`config.mk`:
```
export PLATFORM = sky130hd
export DESIGN_NAME = dmem_arbiter
export DESIGN_NICKNAME = d
export VERILOG_FILES = /design/src/rtl/dmem_pkg.sv /design/src/rtl/dmem_rr_pick.sv /design/src/rtl/dmem_arbiter.sv
export SDC_FILE = /design/constraint.sdc
export NUM_CORES = 1
export LEC_CHECK = 0
export BUFFER_PORTS_ARGS = -buffer_cell sky130_fd_sc_hd__buf_2
export CAP_MARGIN = 20
export CORE_MARGIN = 2
export CORE_UTILIZATION = 46
export CTS_CLUSTER_SIZE = 16
export DETAILED_ROUTE_END_ITERATION = 10
export PLACE_DENSITY = 0.77
export SLEW_MARGIN = 40
export SYNTH_ARGS = -nofsm -noshare
export SYNTH_HDL_FRONTEND = slang
export SYNTH_HIERARCHICAL = 1
export SYNTH_SLANG_ARGS = --single-unit
```
`constraint.sdc`:
```
create_clock -name clk -period 1.8 [get_ports clk]
set_input_delay 0.45 -clock clk [delete_from_list [all_inputs] [get_ports clk]]
set_output_delay 0.45 -clock clk [all_outputs]
set_load 0.005 [all_outputs]
```
`src/rtl/dmem_pkg.sv`:
```
`default_nettype none
// ============================================================================
// Module      : dmem_pkg
// Description : Shared defaults, FSM state encoding and port-id type for the
//               two-port data-memory arbiter.
// Revision    : 1.0 - initial release
// ============================================================================
package dmem_pkg;

    localparam int DMEM_ADDR_W = 6;
    localparam int DMEM_DATA_W = 32;

    typedef enum logic [1:0] {
        ST_IDLE   = 2'd0,
        ST_ACCESS = 2'd1,
        ST_RESP   = 2'd2
    } dmem_state_t;

    typedef logic port_id_t;

    localparam port_id_t C_PORT0 = 1'b0;
    localparam port_id_t C_PORT1 = 1'b1;

endpackage
`default_nettype wire

```
`src/rtl/dmem_rr_pick.sv`:
```
`default_nettype none
// ============================================================================
// Module      : dmem_rr_pick
// Description : Combinational round-robin winner selection for two requesters.
//               On a tie the port that was not granted last wins.
// Revision    : 1.0 - initial release
// ============================================================================
module dmem_rr_pick
    import dmem_pkg::*;
(
    input  logic req0,
    input  logic req1,
    input  logic last_grant,
    output logic valid,
    output logic winner
);

    // Winner selection: single requester wins outright, tie goes to the other port
    always_comb begin
        valid  = req0 | req1;
        winner = C_PORT0;
        if (req0 && req1) begin
            winner = (last_grant == C_PORT0) ? C_PORT1 : C_PORT0;
        end else if (req1) begin
            winner = C_PORT1;
        end
    end

endmodule
`default_nettype wire

```
`src/rtl/dmem_arbiter.sv`:
```
`default_nettype none
// ============================================================================
// Module      : dmem_arbiter
// Description : Two-port round-robin arbiter in front of a single-port data
//               memory. One access per ACCESS cycle, response in RESP, and
//               arbitration in RESP allows back-to-back accesses.
// Revision    : 1.0 - initial release
// ============================================================================
module dmem_arbiter
    import dmem_pkg::*;
#(
    parameter int ADDR_W = DMEM_ADDR_W,
    parameter int DATA_W = DMEM_DATA_W
) (
    input  logic              clk,
    input  logic              rst_n,
    input  logic              req0,
    input  logic              req1,
    input  logic              we0,
    input  logic              we1,
    input  logic [ADDR_W-1:0] addr0,
    input  logic [ADDR_W-1:0] addr1,
    input  logic [DATA_W-1:0] wdata0,
    input  logic [DATA_W-1:0] wdata1,
    output logic              gnt0,
    output logic              gnt1,
    output logic              rvalid0,
    output logic              rvalid1,
    output logic [DATA_W-1:0] rdata0,
    output logic [DATA_W-1:0] rdata1,
    output logic              busy,
    output logic              MemRead,
    output logic              MemWrite,
    output logic [ADDR_W-1:0] MemAddr,
    output logic [DATA_W-1:0] MemWData,
    input  logic [DATA_W-1:0] MemRData
);

    dmem_state_t       state_q, state_d;
    logic              last_grant_q, last_grant_d;
    logic              lat_port_q, lat_port_d;
    logic              lat_we_q, lat_we_d;
    logic [ADDR_W-1:0] lat_addr_q, lat_addr_d;
    logic [DATA_W-1:0] lat_wdata_q, lat_wdata_d;
    logic [DATA_W-1:0] rdata0_q, rdata0_d;
    logic [DATA_W-1:0] rdata1_q, rdata1_d;

    logic              pick_valid;
    logic              pick_winner;

    dmem_rr_pick u_pick (
        .req0       (req0),
        .req1       (req1),
        .last_grant (last_grant_q),
        .valid      (pick_valid),
        .winner     (pick_winner)
    );

    // State and datapath registers; reset clears everything so strobes drop at once
    always_ff @(posedge clk or negedge rst_n) begin
        if (!rst_n) begin
            state_q      <= ST_IDLE;
            last_grant_q <= C_PORT1;
            lat_port_q   <= C_PORT0;
            lat_we_q     <= 1'b0;
            lat_addr_q   <= '0;
            lat_wdata_q  <= '0;
            rdata0_q     <= '0;
            rdata1_q     <= '0;
        end else begin
            state_q      <= state_d;
            last_grant_q <= last_grant_d;
            lat_port_q   <= lat_port_d;
            lat_we_q     <= lat_we_d;
            lat_addr_q   <= lat_addr_d;
            lat_wdata_q  <= lat_wdata_d;
            rdata0_q     <= rdata0_d;
            rdata1_q     <= rdata1_d;
        end
    end

    // Next-state, request latching, read-data capture and output decode
    always_comb begin
        state_d      = state_q;
        last_grant_d = last_grant_q;
        lat_port_d   = lat_port_q;
        lat_we_d     = lat_we_q;
        lat_addr_d   = lat_addr_q;
        lat_wdata_d  = lat_wdata_q;
        rdata0_d     = rdata0_q;
        rdata1_d     = rdata1_q;

        gnt0     = 1'b0;
        gnt1     = 1'b0;
        rvalid0  = 1'b0;
        rvalid1  = 1'b0;
        MemRead  = 1'b0;
        MemWrite = 1'b0;
        busy     = (state_q != ST_IDLE);

        case (state_q)
            ST_IDLE, ST_RESP: begin
                // Latched fields from the previous access stay valid through RESP,
                // so the response pulse decodes from them while a new winner is picked
                if (state_q == ST_RESP && !lat_we_q) begin
                    rvalid0 = (lat_port_q == C_PORT0);
                    rvalid1 = (lat_port_q == C_PORT1);
                end
                if (pick_valid) begin
                    state_d      = ST_ACCESS;
                    last_grant_d = pick_winner;
                    lat_port_d   = pick_winner;
                    lat_we_d     = (pick_winner == C_PORT1) ? we1    : we0;
                    lat_addr_d   = (pick_winner == C_PORT1) ? addr1  : addr0;
                    lat_wdata_d  = (pick_winner == C_PORT1) ? wdata1 : wdata0;
                end else begin
                    state_d = ST_IDLE;
                end
            end
            ST_ACCESS: begin
                // Requests are not looked at here; ACCESS is always a single cycle
                state_d  = ST_RESP;
                gnt0     = (lat_port_q == C_PORT0);
                gnt1     = (lat_port_q == C_PORT1);
                MemRead  = !lat_we_q;
                MemWrite = lat_we_q;
                if (!lat_we_q) begin
                    if (lat_port_q == C_PORT0) begin
                        rdata0_d = MemRData;
                    end else begin
                        rdata1_d = MemRData;
                    end
                end
            end
            default: begin
                state_d = ST_IDLE;
            end
        endcase
    end

    assign rdata0   = rdata0_q;
    assign rdata1   = rdata1_q;
    assign MemAddr  = lat_addr_q;
    assign MemWData = lat_wdata_q;

endmodule
`default_nettype wire

```
==> results.cfg, run 1 <==
[global_routing]
gr-usage-all-layers = 0.194
grt_start_max_net_pins = 108
grt_antenna_before_repair = 0
grt_pass1_wl_microns = 17100
grt_remaining_overflow = 0
grt_pass1_vias = 3433

[route]
vias = 3158
firstDrtPassIters = 4
drc_errors = 0
antenna_left = 0
vias_per_cell = 4.87
wire_per_inst_microns = 16.2
wl_microns = 10500
drt_iter0_drc = 98

[placed_design]
hpwl_microns = 7720
globalplace.congestion = 0.786
portBuffers = 222

[timing]
post-route-period-util = 0.967
max_slew_margin = 0.627
fin_crit_ns = 1.74
tns_ns = 0
setup_viol = 0
worst_slew_pin_slew_ns = 0.559
slew_violations = 0
fin_skew_ns = 0.00920
finalHoldViolations = 0
max_freq_mhz = 574
fin_hold_ws_ns = 0.155

[yosys]
synth_nets = 396
synth_warnings = 6
yosysUniqueCellTypes = 22
yosysSeqAreaShare = 0.572
synth_seq_cells = 107
synthTopCellsByArea = dfrtp_1, mux2_2, mux2_4
syn-instance-count = 282
synth_top_cell_area_share = 0.567
synth_area_per_cell_sq_um = 16.6
netlist_area_sq_mm = 0.00468
async_reset_ff_frac = 1.00
synth-edff-count = 0
synth_ff_type = dfrtp_1
yosys.area.top_type = dfrtp_1

[clock_tree]
cts_buffer_depth = 2
insertion_delay_ns = 0.36
clock_sinks = 107
ctsHtreeMaxLevel = 3
clk_pin_slew_ns = 0.11
cts_tree = built
cts_buffers = 9
clk_root_buffer_cell = clkbuf_8

[finish]
nets = 625
syn_to_final_growth_pct = 32.5
layout-drive-gt1-share = 0.748
antenna_cells = 0

[die]
die_h_microns = 105
die_w_microns = 105
row_count = 36
die-area_sq_mm = 0.0110
start_util = 0.477
core_sq_mm = 0.00982
io_pins = 223

[setup_path]
crit_chain = buf_4 > and4bb_2 > buf_2
end_kind = output pin
worstSetupPathType = register to output pin
crit_path_start_kind = register
crit_required_ns = 1.35
critPathMaxStageDelay_ns = 0.42
cp_data_arrival_time_ns = 1.29
crit_path_max_fanout = 4
slowest_stage = dfrtp_1

[pwr]
static-leakage-power_nw = 3.05
powerDensity_mw_per_mm2 = 1300
vdd_ir_drop_max_v = 0.000701

[run_status]
outcome = finished, final reports clean

[run]
maxCapViolCount = 0

[min_path]
hold_class = input pin to asynchronous set/reset pin
==> registers in the layout, summed over array words and instances, names as in the netlist <==
register,flops
MemAddr,6
last_grant_q,1
MemWData,32
rdata1,32
lat_port_q,1
state_q,2
rdata0,32
lat_we_q,1
==> critical path: cells and delay by family, from the launching register on <==
kind	cells	cell delay (ns)
AND/OR/NAND/NOR	1	0.22
flip-flops	1	0.42
buffers and inverters	2	0.29
==> cells by family after synthesis <==
kind of cell	share of synthesized area
buf+inv	0.0334
flops	0.572
simple gates	0.0222
mux	0.370
compound gates	0.00160
==> routing by layer <==
layer,share of wire,GRT usage,vias up,wire length (microns)
li1,-,-,1459,-
met1,0.39,0.226,1580,4060
met2,0.54,0.348,110,5700
met3,0.060,0.0530,9,629
met4,0.013,0.0562,0,137
met5,0,0,-,0
==> final cells by class <==
cell class / count / area [sq um]
tap: 133 / 166
sequential: 107 / 2680
fill: 782 / 3620
timing repair buffer: 235 / 1290
clock buffer: 10 / 128
multi-input combinational: 157 / 1890
clock inverter: 6 / 47.5
inverter: 1 / 3.75
==> metrics by stage <==
step	utilization	area [sq um]	setup WS (ns)	total power, mW	instances
finish	0.631	6200	0.0588	8.05	649
global route	0.631	6200	-0.00944	8.56	649
CTS	0.627	6160	0.00298	8.13	646
detailed placement	0.607	5960	0.0821	6.73	628
global placement	0.607	5960	0.109	6.60	628
floorplan	-	4680	0.127	5.30	282
==> synth_stat cells, types with 2 or more instances <==
cell type,n
dfrtp_1,106
mux2_2,93
mux2_4,30
mux2_1,21
buf_2,8
buf_6,4
buf_12,3
clkbuf_1,2
nor2_1,2
==> cell usage in the layout (no fill, tap or decap), types with 2 or more instances in the layout <==
| cell | instances |
|---|---|
| buf_12 | 6 |
| nor4b_4 | 2 |
| dfrtp_2 | 2 |
| buf_2 | 221 |
| clkbuf_8 | 9 |
| mux2_4 | 30 |
| and4bb_2 | 2 |
| inv_6 | 3 |
| buf_4 | 8 |
| nor2_1 | 2 |
| mux2_1 | 21 |
| mux2_2 | 93 |
| dfrtp_1 | 104 |
==> report_power, final <==
group	internal (mW)	switching, mW	total (mW)
registers	3.35	0.499	3.85
clock network	0.520	0.838	1.36
logic	1.80	1.04	2.84
total	5.67	2.38	8.05
==> worst paths after layout <==
| check | from | to | slack (ns) | cells after the start |
|---|---|---|---|---|
| max | state_q[1] | rvalid1 | 0.06 | 3 |
| min | rst_n | rdata1[1] | 0.16 | 2 |
| max reg2reg | lat_we_q | rdata0[22] | 0.15 | 4 |
| min reg2reg | rdata0[30] | rdata0[30] | 0.49 | 1 |
| max in group asynchronous | rst_n | lat_we_q | 1.22 | 2 |
| min in group clk | MemRData[6] | rdata0[6] | 0.31 | 2 |
==> what timing repair did <==
action                                  in CTS  in global routing
setup buffers                                2                  3
hold buffers                                 0                  0
resized for setup                            2                  4
endpoints found under the setup margin       3                  4
pin swaps                                    0                  1
Note: power is estimated with default switching activity, not from simulation.
==> run 2, diff against run 1 <==
--- a/config.mk
+++ b/config.mk
@@ -8,10 +8,11 @@
 export BUFFER_PORTS_ARGS = -buffer_cell sky130_fd_sc_hd__buf_2
 export CAP_MARGIN = 20
 export CORE_MARGIN = 2
-export CORE_UTILIZATION = 46
+export CORE_UTILIZATION = 48
+export CTS_BUF_LIST = sky130_fd_sc_hd__clkbuf_2 sky130_fd_sc_hd__clkbuf_4 sky130_fd_sc_hd__clkbuf_8
 export CTS_CLUSTER_SIZE = 16
 export DETAILED_ROUTE_END_ITERATION = 10
-export PLACE_DENSITY = 0.77
+export PLACE_DENSITY = 0.8
 export SLEW_MARGIN = 40
 export SYNTH_ARGS = -nofsm -noshare
 export SYNTH_HDL_FRONTEND = slang
==> run 2 against run 1 <==
  * Sequential power hardly changed
  * Power is 0.74% higher
  * First-iteration DRC count is 52% lower
  * Critical path depth stayed put
  * Hold slack better by 0.13 ns
  * Sequential share of layout area is 0.26 points lower
  * Clock-buffer cell count is 1 lower
  * Global-route usage is 0.43 points higher
  * Worst setup slack worse by 0.014 ns
==> results.cfg, run 2 (synthesis results as in run 1) <==
[finish]
syn_to_final_growth_pct = 33.4
antenna_cells = 0
fill_cells = 769
final_cells = 651
nets = 627
layout-drive-gt1-share = 0.755
final_cell_mix = buf_2, dfrtp_1, mux2_2
layout_commonest_cell = buf_2

[timing]
tns_ns = 0
fin_crit_ns = 1.75
worst_slew_pin_slew_ns = 0.359
setup_viol = 0
slew_violations = 0
max_freq_mhz = 570
post-route-period-util = 0.975
finalHoldViolations = 0
rsz0062_at_grt = yes
fin_skew_ns = 0.0152
max_slew_margin = 0.761

[clock_tree]
cts_buffer_depth = 2
cts_buffers = 9
clk_root_buffer_cell = clkbuf_8
clk_pin_slew_ns = 0.12
cts_tree = built
ctsHtreeMaxLevel = 3
clock_sinks = 107
insertion_delay_ns = 0.37

[setup_path]
crit_required_ns = 1.35
end_kind = output pin
crit_path_start_kind = register
crit_chain = buf_6 > and4bb_2 > buf_2
worstSetupPathType = register to output pin
rrSetupSlack_ns = 0.14
slowest_stage = dfrtp_2
critPathMaxStageDelay_ns = 0.44
crit_path_max_fanout = 4
cp_data_arrival_time_ns = 1.30

[pwr]
power.total_mw = 8.11
share_comb_of_total_power = 0.353
static-leakage-power_nw = 3.07
p_int_mw = 5.69
vdd_ir_drop_max_v = 0.000523
powerDensity_mw_per_mm2 = 1300
power.switching_mw = 2.42
power.share.clock = 0.175
seqPwrFrac = 0.472
netSwitchingFraction = 0.298

[global_routing]
gr-usage-all-layers = 0.198
grt_antenna_before_repair = 0
grt_start_max_net_pins = 46
grt_remaining_overflow = 0
grt_pass1_vias = 3234
grt_pass1_wl_microns = 15900

[die]
die_h_microns = 103
die_w_microns = 103
row_count = 36
core_sq_mm = 0.00964
die-area_sq_mm = 0.0106
io_pins = 223
start_util = 0.486

[placed_design]
globalplace.congestion = 0.785
portBuffers = 222
hpwl_microns = 7730
dp_cells = 629

[run_status]
outcome = finished, final reports clean

[route]
wl_microns = 10400
antenna_left = 0
vias = 3136
drc_errors = 0
wire_per_inst_microns = 16.0
vias_per_cell = 4.82
firstDrtPassIters = 4
drt_iter0_drc = 47

[min_path]
hold_class = input pin to register

[run]
maxCapViolCount = 0
==> run 2: per-layer routing <==
| layer | up-vias | global-route usage | part of all wire |
|---|---|---|---|
| met1 | 1519 | 0.238 | 0.39 |
| met3 | 16 | 0.0820 | 0.091 |
| li1 | 1464 | - | - |
| met2 | 137 | 0.324 | 0.50 |
| met4 | 0 | 0.0688 | 0.022 |
| met5 | - | 0 | 0 |
==> run 2: final cells by class <==
class	count	area [sq um]	share of cell area
multi-input combinational	157	1880	0.301
sequential	107	2680	0.430
inverter	1	3.75	0.000601
clock inverter	7	65.1	0.0104
tap	133	166	0.0267
timing repair buffer	237	1320	0.211
clock buffer	9	124	0.0198
==> run 2: stage by stage <==
step                hold slack [ns]  instance area, sq um   util  setup WS, ns
CTS                           0.276                  6220  0.645        0.0127
global route                  0.268                  6240  0.648       -0.0110
detailed placement            0.386                  5980  0.621        0.0608
global placement              0.381                  5980  0.621        0.0970
floorplan                     0.154                  4680      -         0.127
finish                        0.288                  6240  0.648        0.0453
==> run 2: what timing repair did <==
action | in CTS | in global routing
setup endpoints to repair | 3 | 4
resized for setup | 5 | 4
cloned | 0 | 0
endpoints found under the hold margin | 22 | 0
setup buffers | 3 | 2
hold buffers | 1 | 0
==> run 2: worst paths after layout <==
check,start,end,depth (start not counted)
worst max register to register,lat_we_q,rdata0[3],4
max in group asynchronous,rst_n,rdata0[30],3
worst min-delay path,MemRData[18],rdata0[18],2
worst max-delay path,state_q[1],rvalid1,3
min in group asynchronous,rst_n,rdata0[10],2
worst min register to register,rdata0[27],rdata0[27],1
==> run 2: worst max-delay path, delay by kind of cell, from the launching register on <==
family        cells  cell delay, ns
buf+inv           2            0.26
flops             1            0.44
simple gates      1            0.24
==> run 2: power groups by stage <==
stage	combinational [mW]	clock, mW	sequential [mW]
detailed placement	2.85	0	3.88
finish	2.86	1.42	3.83
global route	3.14	1.59	3.96
floorplan	1.36	0	3.94
global placement	2.76	0	3.83
CTS	2.89	1.46	3.84
==> run 3, diff against run 2 <==
--- a/config.mk
+++ b/config.mk
@@ -8,7 +8,7 @@
 export BUFFER_PORTS_ARGS = -buffer_cell sky130_fd_sc_hd__buf_2
 export CAP_MARGIN = 20
 export CORE_MARGIN = 2
-export CORE_UTILIZATION = 48
+export CORE_UTILIZATION = 47
 export CTS_BUF_LIST = sky130_fd_sc_hd__clkbuf_2 sky130_fd_sc_hd__clkbuf_4 sky130_fd_sc_hd__clkbuf_8
 export CTS_CLUSTER_SIZE = 16
 export DETAILED_ROUTE_END_ITERATION = 10
@@ -16,5 +16,4 @@
 export SLEW_MARGIN = 40
 export SYNTH_ARGS = -nofsm -noshare
 export SYNTH_HDL_FRONTEND = slang
-export SYNTH_HIERARCHICAL = 1
 export SYNTH_SLANG_ARGS = --single-unit
==> run 3 against run 2 <==
  * Utilization rose by 0.12 points
  * Synthesized cell count increased by 31%
  * Die area decreased by 4.9%
  * Clock power is 8% higher
  * Sequential power is essentially flat
  * Flip-flop and latch count unchanged
==> results.cfg, run 3 <==
[die]
die_h_microns = 100
io_pins = 223
core_sq_mm = 0.00911
die-area_sq_mm = 0.0100
die_w_microns = 100
start_util = 0.477
row_count = 35

[global_routing]
grt_pass1_wl_microns = 17100
grt_remaining_overflow = 0
gr-usage-all-layers = 0.217
grt_start_max_net_pins = 50
grt_pass1_vias = 3497
grt_antenna_before_repair = 0

[finish]
layout_commonest_cell = buf_2
layout-drive-gt1-share = 0.545
antenna_cells = 0
final_cell_mix = buf_2, dfrtp_1, nand2_1
final_cells = 711
nets = 709
syn_to_final_growth_pct = 35.9

[yosys]
synth_area_per_cell_sq_um = 11.8
synth_warnings = 0
synth-edff-count = 0
syn-instance-count = 369
yosysSeqAreaShare = 0.616
yosys.area.top_type = dfrtp_1
synth_nets = 483
netlist_area_sq_mm = 0.00435
yosysMostFrequentCell = dfrtp_1
async_reset_ff_frac = 1.00
yosysUniqueCellTypes = 22
synthTopCellsByArea = dfrtp_1, mux2_2, nand2_1
synth_ff_type = dfrtp_1
synthTopCellsByCount = dfrtp_1, nand2_1, mux2_2
synth_seq_cells = 107
synth_top_cell_area_share = 0.610

[pwr]
netSwitchingFraction = 0.311
static-leakage-power_nw = 2.95
vdd_ir_drop_max_v = 0.000665
share_comb_of_total_power = 0.329
power.switching_mw = 2.49
p_int_mw = 5.50
seqPwrFrac = 0.479
powerDensity_mw_per_mm2 = 1350
power.share.clock = 0.192

[clock_tree]
clk_root_buffer_cell = clkbuf_8
clock_sinks = 107
cts_buffer_depth = 2
insertion_delay_ns = 0.37
ctsHtreeMaxLevel = 3
clk_pin_slew_ns = 0.10
cts_buffers = 9
cts_tree = built

[setup_path]
crit_path_max_fanout = 5
critPathMaxStageDelay_ns = 0.48
crit_path_start_kind = register
cp_data_arrival_time_ns = 1.33
crit_chain = nor4b_2 > buf_2
slowest_stage = dfrtp_2
worstSetupPathType = register to output pin
end_kind = output pin
crit_required_ns = 1.35

[route]
wire_per_inst_microns = 15.1
drt_iter0_drc = 135
antenna_left = 0
drc_errors = 0
wl_microns = 10800
vias_per_cell = 5.05
firstDrtPassIters = 4
vias = 3589

[timing]
slew_violations = 0
worst_slew_pin_slew_ns = 0.273
max_slew_margin = 0.818
max_freq_mhz = 562
fin_skew_ns = 0.0123
finalHoldViolations = 0
post-route-period-util = 0.988
fin_crit_ns = 1.78
setup_viol = 0
rsz0062_at_grt = yes
tns_ns = 0

[placed_design]
globalplace.congestion = 0.807
dp_cells = 689
portBuffers = 222
hpwl_microns = 7960

[run_status]
outcome = finished, final reports clean

[min_path]
hold_class = input pin to register

[run]
maxCapViolCount = 0
run 3: changes by cell type after synthesis, sizes merged, moves of 2 or more:
cell | before | now
buf | 15 | 12
nand2 | 0 | 78
a31oi | 0 | 40
inv | 1 | 3
mux2 | 144 | 64
nor2 | 2 | 42
and4bb | 2 | 0
nor3 | 0 | 2
clkbuf | 2 | 11
run 3: cells by family (layout without fill, tap and decap cells):
family | after synthesis | in the layout | share of synthesized area
and+or+nand+nor | 127 | 127 | 0.120
DFF | 107 | 107 | 0.616
muxes | 64 | 64 | 0.166
AOI/OAI and AO/OA | 45 | 45 | 0.0665
buffers and inverters | 26 | 257 | 0.0319
run 3: cell type report:
cell class,instances,area [sq um]
Timing Repair Buffer,238,1310
Clock buffer,9,124
Inverter,3,11.3
Clock inverter,7,81.3
Sequential cell,107,2680
Fill cell,712,3200
Multi-Input combinational cell,236,1560
Tap cell,111,139
run 3: metal layers:
layer / vias to the layer above / part of all wire / global-route usage
met1: 1693 / 0.42 / 0.278
met3: 12 / 0.085 / 0.0634
li1: 1705 / - / -
met2: 179 / 0.48 / 0.353
met5: - / 0 / 0
met4: 0 / 0.014 / 0.0790
run 3: worst max-delay path: cells and delay by family, from the launching register on:
family	cells	cell delay, ns
flip-flops	1	0.48
buffers and inverters	1	0.18
AND/OR/NAND/NOR	1	0.31
run 3: per-stage QoR:
| stage | power [mW] | hold WS [ns] | cell area (sq um) | utilization | setup slack, ns |
|---|---|---|---|---|---|
| final | 7.99 | 0.295 | 5910 | 0.649 | 0.0217 |
| after global routing | 8.52 | 0.290 | 5910 | 0.649 | -0.0211 |
| after CTS | 8.05 | 0.276 | 5890 | 0.647 | 0.0223 |
| after detailed placement | 6.48 | 0.319 | 5630 | 0.618 | 0.240 |
| after global placement | 6.33 | 0.316 | 5630 | 0.618 | 0.284 |
| after floorplan | 5.05 | 0.154 | 4350 | - | 0.330 |
run 3: path summary, 6_finish.rpt:
check | startpoint | end | slack [ns] | depth (start not counted)
min in group asynchronous | rst_n | rdata0[17] | 0.46 | 2
min | req0 | last_grant_q | 0.30 | 2
max in group asynchronous | rst_n | last_grant_q | 0.77 | 3
max reg2reg | state_q[1] | rdata0[13] | 0.18 | 5
min reg2reg | rdata1[6] | rdata1[6] | 0.49 | 1
max | state_q[0] | rvalid1 | 0.02 | 2
run 3: repair_timing:
action,in CTS,in global routing
setup buffers,4,1
hold endpoints to repair,12,0
pin swaps,0,1
hold buffers,1,0
endpoints found under the setup margin,4,3
resized for setup,6,2
cloned,0,0
run 3: power groups by stage:
stage          registers, mW  clock network (mW)  logic [mW]
2_1_floorplan           3.93                   0        1.12
3_3_place_gp            3.85                   0        2.48
3_5_place_dp            3.88                   0        2.60
4_1_cts                 3.83                1.58        2.64
5_1_grt                 3.94                1.68        2.90
6_report                3.83                1.54        2.63
